===== src/rtl/demux_rr_sched.sv =====
// demux_rr_sched: one-entry buffered 1-to-4 round-robin demux scheduler.
// A single beat is held; the next beat can be accepted in the same cycle the
// held beat is delivered, so throughput is one beat per cycle.
// Optional feature: define DEMUX_RR_SCHED_CNT_EN to add the 'cnt' output,
// four 8-bit wrapping per-destination delivery counters.
module demux_rr_sched #(
  parameter int unsigned DW = 8
) (
  input  logic          clk,
  input  logic          rst,
  input  logic          in_valid,
  input  logic [DW-1:0] in_data,
  output logic          in_ready,
  input  logic [3:0]    dst_en,
  output logic [3:0]    out_valid,
  output logic [DW-1:0] out_data,
  input  logic [3:0]    out_ready,
  output logic [1:0]    sel,
  output logic          busy
`ifdef DEMUX_RR_SCHED_CNT_EN
  ,
  output logic [31:0]   cnt
`endif
);

  typedef enum logic [0:0] {StIdle, StHold} state_e;

  state_e        state_q;
  logic [1:0]    ptr_q;
  logic [1:0]    sel_q;
  logic [DW-1:0] buf_q;
  logic [3:0]    out_valid_q;
  logic          busy_q;

  logic [1:0]    target;
  logic [1:0]    idx;
  logic          found;
  logic          accept;
  logic          xfer;

  // Round-robin search: first enabled destination at or after ptr, cyclically.
  always_comb begin
    target = ptr_q;
    found  = 1'b0;
    idx    = '0;
    for (int k = 0; k < 4; k++) begin
      idx = ptr_q + 2'(k);
      if (!found && dst_en[idx]) begin
        target = idx;
        found  = 1'b1;
      end
    end
  end

  // Handshake decode; only the selected destination's ready matters.
  always_comb begin
    xfer     = (state_q == StHold) && out_ready[sel_q];
    in_ready = (dst_en != 4'b0000) && ((state_q == StIdle) || out_ready[sel_q]);
    accept   = in_valid && in_ready;
  end

  // Buffer FSM with registered outputs; accept has priority over plain transfer.
  always_ff @(posedge clk or posedge rst) begin
    if (rst) begin
      state_q     <= StIdle;
      ptr_q       <= 2'd0;
      sel_q       <= 2'd0;
      buf_q       <= '0;
      out_valid_q <= 4'b0000;
      busy_q      <= 1'b0;
    end else if (accept) begin
      state_q     <= StHold;
      buf_q       <= in_data;
      sel_q       <= target;
      ptr_q       <= target + 2'd1;
      out_valid_q <= 4'b0001 << target;
      busy_q      <= 1'b1;
    end else if (xfer) begin
      state_q     <= StIdle;
      out_valid_q <= 4'b0000;
      busy_q      <= 1'b0;
    end
  end

  assign out_valid = out_valid_q;
  assign out_data  = buf_q;
  assign sel       = sel_q;
  assign busy      = busy_q;

`ifdef DEMUX_RR_SCHED_CNT_EN
  logic [7:0] cnt_q [4];

  // Per-destination delivery counters, wrapping at 8 bits.
  always_ff @(posedge clk or posedge rst) begin
    if (rst) begin
      for (int i = 0; i < 4; i++) cnt_q[i] <= 8'd0;
    end else if (xfer) begin
      cnt_q[sel_q] <= cnt_q[sel_q] + 8'd1;
    end
  end

  assign cnt = {cnt_q[3], cnt_q[2], cnt_q[1], cnt_q[0]};
`endif

endmodule


===== config.mk =====
export PLATFORM = sky130hd
export DESIGN_NAME = demux_rr_sched
export DESIGN_NICKNAME = d
export VERILOG_FILES = /design/src/rtl/demux_rr_sched.sv
export SDC_FILE = /design/constraint.sdc
export NUM_CORES = 1
export LEC_CHECK = 0
export CAP_MARGIN = 20
export CORE_MARGIN = 10
export CORE_UTILIZATION = 42
export DETAILED_ROUTE_END_ITERATION = 10
export GPL_ROUTABILITY_DRIVEN = 0
export GPL_TIMING_DRIVEN = 0
export PLACE_DENSITY = 0.77
export SLEW_MARGIN = 15
export SYNTH_ARGS = -nofsm -noshare
export SYNTH_HDL_FRONTEND = slang
export SYNTH_SLANG_ARGS = --single-unit

===== constraint.sdc =====
create_clock -name clk -period 2.2 [get_ports clk]
set_clock_uncertainty 0.2 [all_clocks]
set_input_delay 0.44 -clock clk [delete_from_list [all_inputs] [get_ports clk]]
set_output_delay 0.44 -clock clk [all_outputs]
set_load 0.03 [all_outputs]

==> PnR_summary.wiki, run 1 <==
{| class="wikitable"
! Metric !! Value
|-
| Floorplan die area || 4420 µm²
|-
| Final min period || 2.29 ns
|-
| Chip Height || 66.5 µm
|-
| Violated checks || setup timing
|-
| Post-route DRC || 0
|-
| Most frequent cells in the layout || 26 x clkdlybuf4s50_1, 17 x dfrtp_1, 8 x nand2_1
|-
| DRC marker count from the first detailed-route iteration || 28
|-
| Highest signal layer in the routed design || met4
|-
| Largest net degree at the start of global routing || 18
|-
| Overall global routing resource usage || 10.3%
|-
| Max Fanout on Critical Path || 2
|-
| Growth of design area from synthesis to finish || 48.1%
|-
| Sum of routed wire length over all layers || 2.21 mm
|-
| Library cell occupying the most area in the post-synthesis netlist || dfrtp_1
|-
| Worst slew pin tran || 0.638 ns
|-
| Number of pins exceeding their max-slew limit in the final report || 0
|-
| CTS H-Tree Depth || 1
|-
| Antenna Diode Count || 0
|-
| Total power after layout || 1730 µW
|-
| Routed met2 length || 1.10 mm
|-
| Routed metal-1 wire length || 854 µm
|-
| Die width || 66.5 µm
|-
| Number of global-route vias before repair || 792
|-
| Clock transition at the register clock pins on the worst setup and hold paths after CTS || 0.10 ns
|-
| Via Count || 740
|-
| Starting utilization of the core area || 45.3%
|-
| Worst max-slew margin expressed relative to the limit || 57.4%
|-
| Leakage component of the power || 0.000604 µW
|-
| # IOs || 35
|-
| Total Nets Final || 142
|-
| Average size of a mapped cell || 11.3 µm²
|-
| Remaining number of nets flagged by the antenna check after routing || 0
|-
| Detailed-route wire length per cell || 14.8 µm
|-
| Worst IR Drop VDD || 0.000876 V
|-
| Cell area power density || 1290 nW/µm²
|-
| HPWL Detailed || 1.71 mm
|-
| Fraction of final layout cells sized beyond drive strength 1 || 23.0%
|-
| Worst Path Class, Setup || flip-flop to primary output
|-
| TritonCTS buffer count || 3
|-
| Clk Tree Root Cell || clkbuf_4
|-
| Unrepaired setup endpoints after global routing || yes
|-
| Number of iterations in the first detailed-routing pass || 4
|-
| Number of antenna violations at the first check in global routing || 0
|-
| Area share of the largest cell type after synthesis || 46.9%
|-
| Fmax || 436 MHz
|-
| Drt via density || 4.97
|-
| Number of hold violations in the final report || 0
|-
| FP Rows || 16
|-
| Final global-route overflow total || 0
|-
| Hold/Removal Path Class || flip-flop to flip-flop
|-
| Number of warning messages in the yosys log || 0
|-
| CTS tree || done
|-
| Crit. End Element || primary output
|-
| Worst stage delay on the critical path || 0.52 ns
|-
| Internal reg-to-reg setup slack || 0.14 ns
|-
| Count of input and output buffers || 34
|-
| Setup-failing EPs final || 1
|-
| Post-synth net total || 99
|-
| Clock latency reported for the late side of the worst-skew pair || 0.29 ns
|-
| Number of max-cap violations || 0
|-
| Clock tree buffer depth || 2
|-
| Most frequent standard cell in the layout excluding fill and tap cells || clkdlybuf4s50_1
|-
| Routed wire length on met3 || 221 µm
|-
| Final period utilization || 104%
|-
| Worst Slack Setup Final || -0.0932 ns
|-
| Placeable core area || 2000 µm²
|-
| Worst EP required || 1.56 ns
|-
| Run status || complete, but fails checks
|-
| Master of the slowest instance on the critical path || mux4_2
|-
| Hold bufs inserted after CTS || 0
|-
| Number of unique standard cell types used by synthesis || 28
|-
| Post-synthesis sequential element count || 17
|-
| Biggest area contributors in the synthesized netlist || dfrtp_1 47%, mux2_2 6.2%, mux2_4 5.0%, nand2_1 3.3%, nor3b_1 3.3%
|-
| TritonCTS Sinks || 17
|-
| Post-Place Setup Slack || -0.735 ns
|-
| Gate count after technology mapping || 80
|-
| Worst endpoint data arrival time || 1.65 ns
|-
| Chain of cells forming the critical path || mux4_2 > and2b_2 > nor2_1 > buf_4
|-
| Global-route wire length before repair || 3.62 mm
|-
| Mapped Area || 907 µm²
|-
| Sequential fraction of the synthesis area || 46.9%
|-
| Type of element launching the critical path || flip-flop
|}
Yosys cell counts (all sizes together):
cell type   n
nor4        1
nand2b      1
nand2       9
o211ai      2
dfrtp      17
inv         4
xnor2       1
mux2        8
nor2b       4
a211o       3
and2b       2
a2111oi     1
nor2        7
o21ai       5
buf         1
o41ai       1
nor3b       4
o21ba       1
a21o        1
or2         1
mux4        1
a21oi       5
through the flow:
step | std cells | setup TNS [ns] | area (µm²) | utilization (%) | hold WS, ns
after floorplan | 80 | 0 | 907 | - | 0.166
after global placement | 141 | -3.48 | 1280 | 64.0 | 0.285
after detailed placement | 141 | -4.70 | 1280 | 64.0 | 0.291
after CTS | 147 | -0.149 | 1320 | 66.1 | 0.316
after global routing | 149 | -0.155 | 1340 | 67.1 | 0.332
final | 149 | -0.0932 | 1340 | 67.1 | 0.306
metal layers:
metal	vias to the layer above	global-route usage, %
li1	365	-
met1	347	9.99
met2	23	17.9
met3	5	4.85
met4	0	5.24
met5	-	0
flip-flops by register name (all words and copies together), names as in the netlist:
register   count
sel            2
ptr_q          2
out_valid      4
busy           1
out_data       8
final timing paths:
check | cells past startpoint | from | endpoint
max | 4 | sel[0] | in_ready
min | 2 | out_valid[0] | out_valid[0]
max reg2reg | 6 | sel[0] | out_data[3]
min reg2reg | 2 | out_valid[0] | out_valid[0]
max in group asynchronous | 2 | rst | ptr_q[0]
min in group asynchronous | 2 | rst | out_data[4]
cell families after synthesis:
family          after synthesis  share of synthesized area [%]
simple gates                 29                           19.4
compound gates               19                           15.2
flops                        17                           46.9
mux                           9                           13.7
buf+inv                       5                           3.86
xor+xnor                      1                          0.966
power breakdown:
group | internal [µW] | switching [µW]
Clock | 67.7 | 101
Sequential | 443 | 99.0
Combinational | 497 | 521
worst max-delay path: cells and delay by family (launching register included):
family | cells | cell delay [ns]
AND/OR/NAND/NOR | 2 | 0.29
buffers and inverters | 1 | 0.17
multiplexers | 1 | 0.52
flip-flops | 1 | 0.38
cell type report:
cell class	instances	area, µm²
Fill cell	183	658
Buffer	1	20.0
Inverter	4	15.0
Multi-Input combinational cell	58	455
Clock inverter	1	5.00
Tap cell	27	33.8
Clock buffer	3	22.5
Timing Repair Buffer	38	367
Sequential cell	17	425
repair_timing:
action / in CTS / in global routing
cloned: 0 / 0
pin swaps: 1 / 1
buffers inserted: 2 / 2
resized for setup: 13 / 3
setup endpoints to repair: 5 / 4
Power figures use the tool's default switching activity.
==> run 2, diff against run 1 <==
--- a/config.mk
+++ b/config.mk
@@ -7,11 +7,13 @@
 export LEC_CHECK = 0
 export CAP_MARGIN = 20
 export CORE_MARGIN = 10
-export CORE_UTILIZATION = 42
+export CORE_UTILIZATION = 46
 export DETAILED_ROUTE_END_ITERATION = 10
 export GPL_ROUTABILITY_DRIVEN = 0
 export GPL_TIMING_DRIVEN = 0
-export PLACE_DENSITY = 0.77
+export PLACE_DENSITY = 0.84
+export RECOVER_POWER = 50
+export SKIP_CTS_REPAIR_TIMING = 1
 export SLEW_MARGIN = 15
 export SYNTH_ARGS = -nofsm -noshare
 export SYNTH_HDL_FRONTEND = slang
==> constraint.sdc (replaced) <==
create_clock -name clk -period 2.7 [get_ports clk]
set_clock_uncertainty 0.2 [all_clocks]
set_input_delay 0.54 -clock clk [delete_from_list [all_inputs] [get_ports clk]]
set_output_delay 0.54 -clock clk [all_outputs]
set_load 0.03 [all_outputs]
==> run 2 against run 1 <==
Compared with the run above:
- the flow now finishes without violations
- register-to-register slack better by 0.44 ns
- worst setup slack better by 0.12 ns
- clock power is 18% lower
- critical path depth is 1 higher
- combinational power is 21% lower
- flip-flop and latch count stayed put
- critical path type is now input pin to primary output
- largest cell class unchanged
==> PnR_summary.wiki, run 2 (synthesized netlist as in run 1, its figures left out) <==
{| class="wikitable"
! Metric !! Value
|-
| Run status || finished clean
|-
| Count of cells along the worst hold path || 1
|-
| Overall global routing resource usage || 9.91%
|-
| Via Count || 769
|-
| Post-layout instance count excluding filler cells || 147
|-
| Worst IR Drop VDD || 0.000652 V
|-
| Unrepaired setup endpoints after global routing || no
|-
| TritonCTS Sinks || 17
|-
| Floorplan die area || 4150 µm²
|-
| Leakage component of the power || 0.000577 µW
|-
| Global-route wire length before repair || 3.41 mm
|-
| Worst slew pin tran || 0.623 ns
|-
| Worst max-slew margin expressed relative to the limit || 57.9%
|-
| Most frequent cells in the layout || 24 x clkdlybuf4s50_1, 17 x dfrtp_1, 8 x nand2_1, 8 x dlygate4sd3_1, 6 x nor2_1
|-
| FP Rows || 16
|-
| Clock tree buffer depth || 2
|-
| Worst Path Class, Setup || input pin to primary output
|-
| Starting utilization of the core area || 47.2%
|-
| Worst EP required || 1.96 ns
|-
| Post-route DRC || 0
|-
| Post-layout util || 68.9%
|-
| Length in cells of the worst reg-to-reg path || 6
|-
| Clock transition at the register clock pins on the worst setup and hold paths after CTS || 0.10 ns
|-
| Sum of routed wire length over all layers || 2.20 mm
|-
| Number of max-cap violations || 0
|-
| Cell total after placement || 141
|-
| DRC marker count from the first detailed-route iteration || 31
|-
| Placement Cell Area || 1280 µm²
|-
| Final std cell area, no fill || 1330 µm²
|-
| Area of the multi-input gates || 448 µm²
|-
| Number of hold violations in the final report || 0
|-
| Fmax || 375 MHz
|-
| Final min period || 2.67 ns
|-
| Clock latency reported for the late side of the worst-skew pair || 0.29 ns
|-
| Detailed-route wire length per cell || 15.0 µm
|-
| Total Nets Final || 140
|-
| Largest net degree at the start of global routing || 18
|-
| Final period utilization || 98.9%
|-
| Worst endpoint data arrival time || 1.93 ns
|-
| Footprint of the flip-flops and latches || 425 µm²
|-
| Max Fanout on Critical Path || 4
|-
| HPWL Detailed || 1.69 mm
|-
| Die width || 64.4 µm
|-
| Routed wire length on met3 || 220 µm
|-
| Cell area power density || 1040 nW/µm²
|-
| Highest signal layer in the routed design || met4
|-
| Drt via density || 5.23
|-
| Placeable core area || 1920 µm²
|-
| Total power after layout || 1380 µW
|-
| Setup-failing EPs final || 0
|-
| Chip Height || 64.4 µm
|-
| Antenna Diode Count || 0
|-
| Hold/Removal Path Class || flip-flop to flip-flop
|-
| Clk Tree Root Cell || clkbuf_4
|-
| Fraction of final layout cells sized beyond drive strength 1 || 20.8%
|-
| Number of antenna violations at the first check in global routing || 0
|-
| Final-layout fill cell count || 168
|-
| CTS H-Tree Depth || 1
|-
| # IOs || 35
|-
| Routed metal-1 wire length || 931 µm
|-
| Growth of design area from synthesis to finish || 46.1%
|-
| Max reg flops || 8
|-
| Crit. End Element || primary output
|-
| TritonCTS buffer count || 3
|-
| Final global-route overflow total || 0
|-
| Count of input and output buffers || 34
|-
| Type of element launching the critical path || input pin
|-
| Most frequent standard cell in the layout excluding fill and tap cells || clkdlybuf4s50_1
|-
| CTS tree || done
|-
| Worst Hold Margin || 0.313 ns
|-
| Remaining number of nets flagged by the antenna check after routing || 0
|-
| Number of pins exceeding their max-slew limit in the final report || 0
|-
| Routed met2 length || 1.03 mm
|-
| Number of iterations in the first detailed-routing pass || 4
|-
| Number of global-route vias before repair || 794
|}
==> run 2: changes by cell type in the layout (fill, tap and decap cells not counted), sizes merged <==
cell	change
buf	-2
dlygate4sd3	+8
clkdlybuf4s50	-2
dlymetal6s2s	-1
dlygate4sd2	-5
==> run 2: worst max-delay path, cell delays in order <==
cell             delay (ns)
clkdlybuf4s50_1        0.40
mux4_2                 0.51
and2b_2                0.26
nor2_1                 0.04
buf_4                  0.18
==> run 2: cell type report <==
| type | instances | share of cell area, % |
|---|---|---|
| sequential | 17 | 32.1 |
| multi-input combinational | 58 | 33.8 |
| clock inverter | 1 | 0.378 |
| buffer | 1 | 1.51 |
| timing repair buffer | 36 | 26.8 |
| tap | 27 | 2.55 |
| inverter | 4 | 1.13 |
| clock buffer | 3 | 1.70 |
==> run 2: per-stage QoR <==
stage,setup slack [ns],setup TNS (ns)
after floorplan,0.458,0
after global placement,-0.406,-0.406
after detailed placement,-0.423,-0.423
after CTS,-0.429,-0.429
after global routing,0.000196,0
final,0.0308,0
==> run 2: routing by layer <==
layer  up-vias  GRT usage (%)
li1        361              -
met1       378           10.6
met2        26           16.4
met3         4           5.40
met4         0           3.21
met5         -              0
==> run 2: final timing paths <==
check	start	endpoint	slack, ns
max reg2reg	sel[0]	out_data[7]	0.58
max in group asynchronous	rst	out_valid[1]	1.33
min in group asynchronous	rst	out_data[3]	0.55
min reg2reg	out_data[1]	out_data[1]	0.31
max	out_ready[3]	in_ready	0.03
min	out_data[1]	out_data[1]	0.31
==> run 2: power by group <==
group	switching, µW	leakage, µW	internal [µW]	total [µW]
Sequential	82.7	0.000206	361	444
Clock	83.1	0.0000177	55.1	138
Combinational	423	0.000354	378	801
